`src/rtl/acc_pkg.sv`:
```
// acc_pkg: accelerator instruction word, queue depth default and barrier classification.
package acc_pkg;
  localparam int ACC_QUEUE_DEPTH = 4;
  typedef enum logic [2:0] {OP_FADD, OP_FMUL, OP_FDIV, OP_SET_W, OP_PREPIV, OP_PIV} acc_opcode_e;
  typedef struct packed {
    logic        acc_op;
    acc_opcode_e op;
    logic [4:0]  rd;
    logic [4:0]  rs1;
    logic [4:0]  rs2;
  } acc_instr_t;
  function automatic logic is_barrier_op(input acc_instr_t i);
    return i.acc_op;
  endfunction
endpackage

```
`src/rtl/acc_fifo.sv`:
```
// acc_fifo: generic synchronous circular-buffer FIFO with flush and occupancy count.
module acc_fifo #(
  parameter int DEPTH = 4,
  parameter int W = 8
) (
  input  logic                         clk_i,
  input  logic                         rst_i,
  input  logic                         flush_i,
  input  logic                         push_i,
  input  logic                         pop_i,
  input  logic [W-1:0]                 data_i,
  output logic [W-1:0]                 data_o,
  output logic [$clog2(DEPTH+1)-1:0]   count_o,
  output logic                         empty_o,
  output logic                         full_o
);
  localparam int AW = $clog2(DEPTH);
  localparam int CW = $clog2(DEPTH+1);
  logic [W-1:0]  r_mem [DEPTH];
  logic [AW-1:0] r_wptr, r_rptr;
  logic [CW-1:0] r_count;
  logic          w_push, w_pop;
  assign full_o  = r_count == CW'(DEPTH);
  assign empty_o = r_count == '0;
  assign w_push  = push_i && !full_o && !flush_i;
  assign w_pop   = pop_i && !empty_o && !flush_i;
  assign data_o  = r_mem[r_rptr];
  assign count_o = r_count;
  always_ff @(posedge clk_i)
    if (w_push) r_mem[r_wptr] <= data_i;
  always_ff @(posedge clk_i) begin
    if (rst_i || flush_i) begin
      r_wptr  <= '0;
      r_rptr  <= '0;
      r_count <= '0;
    end else begin
      if (w_push) r_wptr <= r_wptr + 1'b1;
      if (w_pop) r_rptr <= r_rptr + 1'b1;
      r_count <= r_count + CW'(w_push) - CW'(w_pop);
    end
  end
endmodule

```
`src/rtl/acc_instr_queue.sv`:
```
// acc_instr_queue: issue buffer ahead of the accelerator controller with an FPU
// drain barrier and one-cycle bubble after accelerator ops.
module acc_instr_queue
  import acc_pkg::*;
#(
  parameter int DEPTH = ACC_QUEUE_DEPTH
) (
  input  logic                       clk_i,
  input  logic                       rst_i,
  input  acc_instr_t                 instr_i,
  input  logic                       instr_valid_i,
  output logic                       instr_ready_o,
  input  logic                       flush_i,
  output acc_instr_t                 acc_instr_o,
  output logic                       acc_instr_valid_o,
  input  logic                       acc_idle_i,
  input  logic                       fpu_busy_i,
  input  logic                       fpu_in_ready_i,
  output logic [$clog2(DEPTH+1)-1:0] level_o,
  output logic                       empty_o,
  output logic                       full_o
);
  acc_instr_t w_head;
  logic       w_push, w_issue, w_barrier, w_gate;
  logic       r_bubble;
  acc_fifo #(.DEPTH(DEPTH), .W($bits(acc_instr_t))) u_fifo (
    .clk_i   (clk_i),
    .rst_i   (rst_i),
    .flush_i (flush_i),
    .push_i  (w_push),
    .pop_i   (w_issue),
    .data_i  (instr_i),
    .data_o  (w_head),
    .count_o (level_o),
    .empty_o (empty_o),
    .full_o  (full_o)
  );
  assign instr_ready_o     = !full_o && !flush_i;
  assign w_push            = instr_valid_i && instr_ready_o;
  assign w_barrier         = is_barrier_op(w_head);
  // Accelerator ops wait for the FPU to drain; vanilla ops only need FPU input space.
  assign w_gate            = w_barrier ? !fpu_busy_i : fpu_in_ready_i;
  assign w_issue           = !empty_o && !r_bubble && !flush_i && acc_idle_i && w_gate;
  assign acc_instr_valid_o = w_issue;
  assign acc_instr_o       = w_head;
  // Covers the cycle before acc_idle_i drops once an accelerator op starts.
  always_ff @(posedge clk_i)
    r_bubble <= (rst_i || flush_i) ? 1'b0 : (w_issue && w_barrier);
endmodule

```
`config.mk`:
```
export PLATFORM = sky130hd
export DESIGN_NAME = acc_instr_queue
export DESIGN_NICKNAME = d
export VERILOG_FILES = /design/src/rtl/acc_pkg.sv /design/src/rtl/acc_fifo.sv /design/src/rtl/acc_instr_queue.sv
export SDC_FILE = /design/constraint.sdc
export NUM_CORES = 1
export LEC_CHECK = 0
export ABC_AREA = 1
export BUFFER_PORTS_ARGS = -buffer_cell sky130_fd_sc_hd__clkbuf_2
export CORE_AREA = 2 2 110 70
export CTS_CLUSTER_SIZE = 12
export DETAILED_ROUTE_END_ITERATION = 10
export DIE_AREA = 0 0 112 72
export GPL_TIMING_DRIVEN = 0
export PLACE_DENSITY = 0.73
export SYNTH_ARGS = -nofsm -noshare
export SYNTH_HDL_FRONTEND = slang
export SYNTH_SLANG_ARGS = --single-unit
```
`constraint.sdc`:
```
create_clock -name clk_i -period 2.1 [get_ports clk_i]
set_clock_uncertainty 0.05 [all_clocks]
set_input_delay 0.42 -clock clk_i [delete_from_list [all_inputs] [get_ports clk_i]]
set_output_delay 0.42 -clock clk_i [all_outputs]
set_load 0.05 [all_outputs]
```
==> reports/qor.yml, run 1 <==
synth_area_sq_mm: 0.00342
hold_viol_final: 0
fillers: 548
post-route-period-util: 1.02
drc_errors: 0
intPower_mw: 3.00
drt_iter0_drc: 187
hpwl_um: 4670
arrival_ps: 2340
synth_area_leader_cell: "edfxtp_1"
die_area_sq_mm: 0.00806
power_density_mw_per_mm2: 862
fin_nets: 364
cts_root_buf: "clkbuf_16"
worst_setup_path_start_kind: "register"
port_buffers: 51
path_clk_slew_ps: 60
die_width_um: 112
grt_max_degree: 20
drt_wl_total_um: 7320
worstSetupPathType: "reg2reg"
ys_ff_latch: 86
power_mw: 3.77
viasPerCell: 5.20
synth.area.top_cells: "edfxtp_1 67%, dfxtp_1 5.9%, o21ai_0 5.6%, nor2_1 5.3%, o22ai_1 3.3%"
status: "finished with violations"
whs_ps: 250
die_y_um: 72
p_sw_mw: 0.772
grt_pass1_wl_um: 11400
power_frac_comb: 0.066
power_frac_seq: 0.504
rsz0062_at_grt: "yes"
clock-sinks: 86
drive_gt1_frac: 0.366
failed_checks: "negative setup slack"
synth.avg_cell_area_sq_um: 13.1
syn_inst: 261
ys_seq_area_frac: 0.725
grt_usage: 0.189
slew_violations: 0
layout_setup_ws_ps: -31.9
p_clk_frac: 0.430
synth_top_area_share: 0.667
vdd_ir_drop_max_uv: 511
numCtsBuffers: 9
worst_slew_pin_slew_ps: 655
cts.path.max_buffers: 2
final_util: 0.622
row_count: 24
io_pins: 52
cp.required_ps: 2310
max_slew_margin: 0.562
switching_share: 0.205
grt_antenna_before_repair: 0
final_cells: 427
start_util: 0.487
crit_fanout: 7
tns_ps: -31.9
vias: 2220
clk_latency_ps: 330
hold_class: "in2reg"
grt_pass1_vias: 2258
cap_violations: 0
synth_warnings: 0
core-area_sq_mm: 0.00703
crit_path_end_kind: "register"
wl_per_cell_um: 17.1
synthDistinctLibCells: 25
grt-ovfl-total: 0
place_inst: 403
p_leak_nw: 1.64
setup_viol: 1
ant_nets: 0
cts_tree: "done"
diodes: 0
placed_cell_area_sq_mm: 0.00387
pre_cts_slack_ps: -206
dr.pass1.iters: 4
syn_to_final_growth_pct: 27.7
globalplace.congestion: 0.706
htreeDepth: 3
min_period_ps: 2130
final_area_sq_mm: 0.00437
synth.net_count: 294
fmax_ghz: 0.469
==> state kept, by name, indices dropped and copies added (netlist names), named ones only <==
name / count
r_bubble: 1
u_fifo.count_o: 3
u_fifo.r_mem: 76
u_fifo.r_rptr: 2
u_fifo.r_wptr: 2
==> cell usage after synthesis <==
library cell   n
o21ai_2        1
o21ai_0       38
ha_1           6
inv_2          2
clkbuf_1       6
a21oi_1        3
dfxtp_1       10
nand3_4        2
fa_1           1
edfxtp_1      76
clkbuf_2       1
nand2_2        4
xnor2_1        2
nor2_1        48
nand4_1        1
nand3_2        2
buf_2          2
inv_1         25
o22ai_1       18
nor3_1         1
buf_6          2
nand3_1        2
nand2_1        4
xor2_1         1
nand2_4        3
==> worst max-delay path: stages (launching register included) <==
cell	delay [ps]
dfxtp_2	360
inv_2	50
buf_6	130
nand2_4	60
nand3_4	80
nand2_4	80
nand2_4	50
nand3_4	90
inv_2	50
ha_4	250
inv_2	30
ha_4	150
fa_2	530
inv_2	30
nor2_1	80
==> cell usage in the layout (no fill, tap or decap), drive strengths merged, types with 6 or more instances in the layout <==
master	Yosys	layout
dfxtp	10	10
clkbuf	7	58
buf	4	23
ha	6	6
inv	27	26
edfxtp	76	76
nor2	48	48
nand2	11	11
o21ai	39	39
nand3	6	6
o22ai	18	18
==> what timing repair did <==
action / in CTS / in global routing
endpoints found under the setup margin: 21 / 18
buffers inserted: 8 / 0
pin swaps: 4 / 2
gates resized for setup: 38 / 24
hold buffers: 0 / 0
==> logic make-up (layout without fill, tap and decap cells) <==
| group | Yosys count | count (layout) | share of synthesized area |
|---|---|---|---|
| compound gates | 60 | 60 | 0.0954 |
| fa+ha+maj | 7 | 7 | 0.0278 |
| simple gates | 67 | 67 | 0.0965 |
| xor+xnor | 3 | 3 | 0.00768 |
| flops | 86 | 86 | 0.725 |
| buf+inv | 38 | 113 | 0.0472 |
==> power by group through the flow <==
| stage | Sequential [mW] | Clock (mW) | Combinational, mW |
|---|---|---|---|
| 2_1_floorplan | 1.94 | 0 | 0.146 |
| 3_3_place_gp | 1.93 | 0 | 0.223 |
| 3_5_place_dp | 1.94 | 0 | 0.230 |
| 4_1_cts | 1.90 | 1.64 | 0.246 |
| 5_1_grt | 1.90 | 1.71 | 0.268 |
| 6_report | 1.90 | 1.62 | 0.250 |
==> cell type report <==
cell class	count	area, sq um	area share
Clock buffer	11	233	0.0532
Multi-Input combinational cell	137	877	0.201
Inverter	27	110	0.0252
Timing Repair Buffer	59	378	0.0865
Buffer	11	91.3	0.0209
Sequential cell	86	2490	0.571
Tap cell	91	114	0.0261
Clock inverter	5	73.8	0.0169
==> routing by layer <==
layer	routed length [um]	up-vias	global-route usage
met5	0	-	0
met4	34	0	0.0515
met3	388	2	0.0652
met2	3630	64	0.320
met1	3260	1091	0.239
li1	-	1063	-
==> path summary, 6_finish.rpt <==
path,slack [ps],cells past startpoint,startpoint,endpoint
max,-30,14,register,u_fifo.count_o[1]
min,250,1,instr_i[13],u_fifo.r_mem[0][13]
min reg2reg,480,2,u_fifo.r_rptr[1],register
max reg2reg,-30,14,register,u_fifo.count_o[1]
No activity file was read; power rests on OpenSTA's default activity.
==> run 2, diff against run 1 <==
--- a/config.mk
+++ b/config.mk
@@ -13,6 +13,7 @@
 export DIE_AREA = 0 0 112 72
 export GPL_TIMING_DRIVEN = 0
 export PLACE_DENSITY = 0.73
+export SKIP_LAST_GASP = 1
 export SYNTH_ARGS = -nofsm -noshare
 export SYNTH_HDL_FRONTEND = slang
 export SYNTH_SLANG_ARGS = --single-unit
==> reports/qor.yml, run 2 (same netlist as run 1, synthesis figures left out) <==
clk_latency_ps: 330
whs_ps: 251
crit_path_max_incr_delay_ps: 360
core-area_sq_mm: 0.00703
grt_pass1_vias: 2258
hold_viol_final: 0
drive_gt1_frac: 0.363
grt_antenna_before_repair: 0
hpwl_um: 4670
p_leak_nw: 1.64
cp.required_ps: 1630
worst_setup_path_start_kind: "register"
grt-ovfl-total: 0
path_cells: "buf_6 -> nand2_2 -> nand3_4 -> nand2_4 -> nand2_4 -> nand3_4 -> buf_4 -> inv_1 -> clkbuf_4"
arrival_ps: 1670
cp_slowest_cell: "dfxtp_2"
grt_pass1_wl_um: 11400
dr.pass1.iters: 4
power_mw: 3.77
vias: 2219
drt_iter0_drc: 224
top_register: "u_fifo.r_mem"
worst_slew_pin_slew_ps: 658
grt_usage: 0.189
min_period_ps: 2140
syn_to_final_growth_pct: 27.4
tns_ps: -69.2
clock-sinks: 86
diodes: 0
crit_fanout: 7
io_pins: 52
port_buffers: 51
path_clk_slew_ps: 60
failed_checks: "negative setup slack"
hold_class: "in2reg"
rsz0062_at_grt: "yes"
slew_violations: 0
layout_setup_ws_ps: -39.0
hold_start: "instr_i[13]"
largest_reg_flops: 76
setup_viol: 2
cts_tree: "done"
cap_violations: 0
rr_worst_depth: 12
post-route-period-util: 1.02
start_util: 0.487
drt_wl_total_um: 7320
crit_path_end_kind: "primary output"
layout_common_cells: "76 x edfxtp_1, 42 x nor2_1, 38 x o21ai_0"
max_slew_margin: 0.560
ant_nets: 0
min_path_cells: 1
worstSetupPathType: "reg2out"
numCtsBuffers: 9
viasPerCell: 5.20
multiInputGateArea_sq_um: 877
regArea_sq_mm: 0.00249
drc_errors: 0
grt_max_degree: 20
fillers: 548
mostFrequentLayoutCell: "edfxtp_1"
vdd_ir_drop_max_uv: 511
wl_per_cell_um: 17.1
fin_nets: 364
die_area_sq_mm: 0.00806
die_width_um: 112
fmax_ghz: 0.468
cts_root_buf: "clkbuf_16"
globalplace.congestion: 0.706
power_density_mw_per_mm2: 864
cts.path.max_buffers: 2
die_y_um: 72
status: "finished with violations"
htreeDepth: 3
row_count: 24
run 2: cell types whose count changed in the layout (fill, tap and decap cells not counted):
cell,previous run,this run
inv_1,16,17
clkbuf_8,4,3
clkbuf_4,7,9
inv_2,8,7
buf_6,3,2
run 2: timing repair:
action,4_1_cts,5_1_grt
hold buffers,0,0
buffers inserted,8,0
pin swaps,4,2
gates resized for setup,37,21
endpoints found under the setup margin,21,18
run 2: final cells by class:
type,instances,share of cell area
Buffer,11,0.0209
Clock buffer,11,0.0534
Multi-Input combinational cell,137,0.201
Tap cell,91,0.0261
Inverter,27,0.0253
Clock inverter,5,0.0169
Timing Repair Buffer,59,0.0844
Sequential cell,86,0.572
run 2: final timing paths:
path	to	slack, ps
min reg2reg	register	480
max reg2reg	u_fifo.count_o[1]	-30
min	u_fifo.r_mem[0][13]	250
max	acc_instr_valid_o	-40
run 2: worst max-delay path, delay by kind of cell (launching register included):
kind | cells | cell delay (ps)
flops | 1 | 360
buf+inv | 4 | 590
simple gates | 5 | 390
run 2: stage by stage:
| stage | util | cells | cell area [sq um] | worst slack (ps) |
|---|---|---|---|---|
| floorplan | - | 261 | 3500 | -191 |
| global placement | 0.550 | 403 | 3870 | -182 |
| detailed placement | 0.550 | 403 | 3870 | -206 |
| CTS | 0.617 | 427 | 4330 | -23.5 |
| global route | 0.621 | 427 | 4360 | -121 |
| finish | 0.621 | 427 | 4360 | -39.0 |
run 2: power by group:
part	total [mW]	internal (mW)	leakage, nW	switching (mW)
Sequential	1.90	1.89	0.774	0.00913
Clock	1.62	1.03	0.151	0.585
Combinational	0.249	0.0734	0.715	0.175
run 2: per-layer routing:
metal	track usage	wire length, um
met5	0	0
met4	0.0515	46
met3	0.0652	355
met2	0.320	3610
met1	0.239	3300
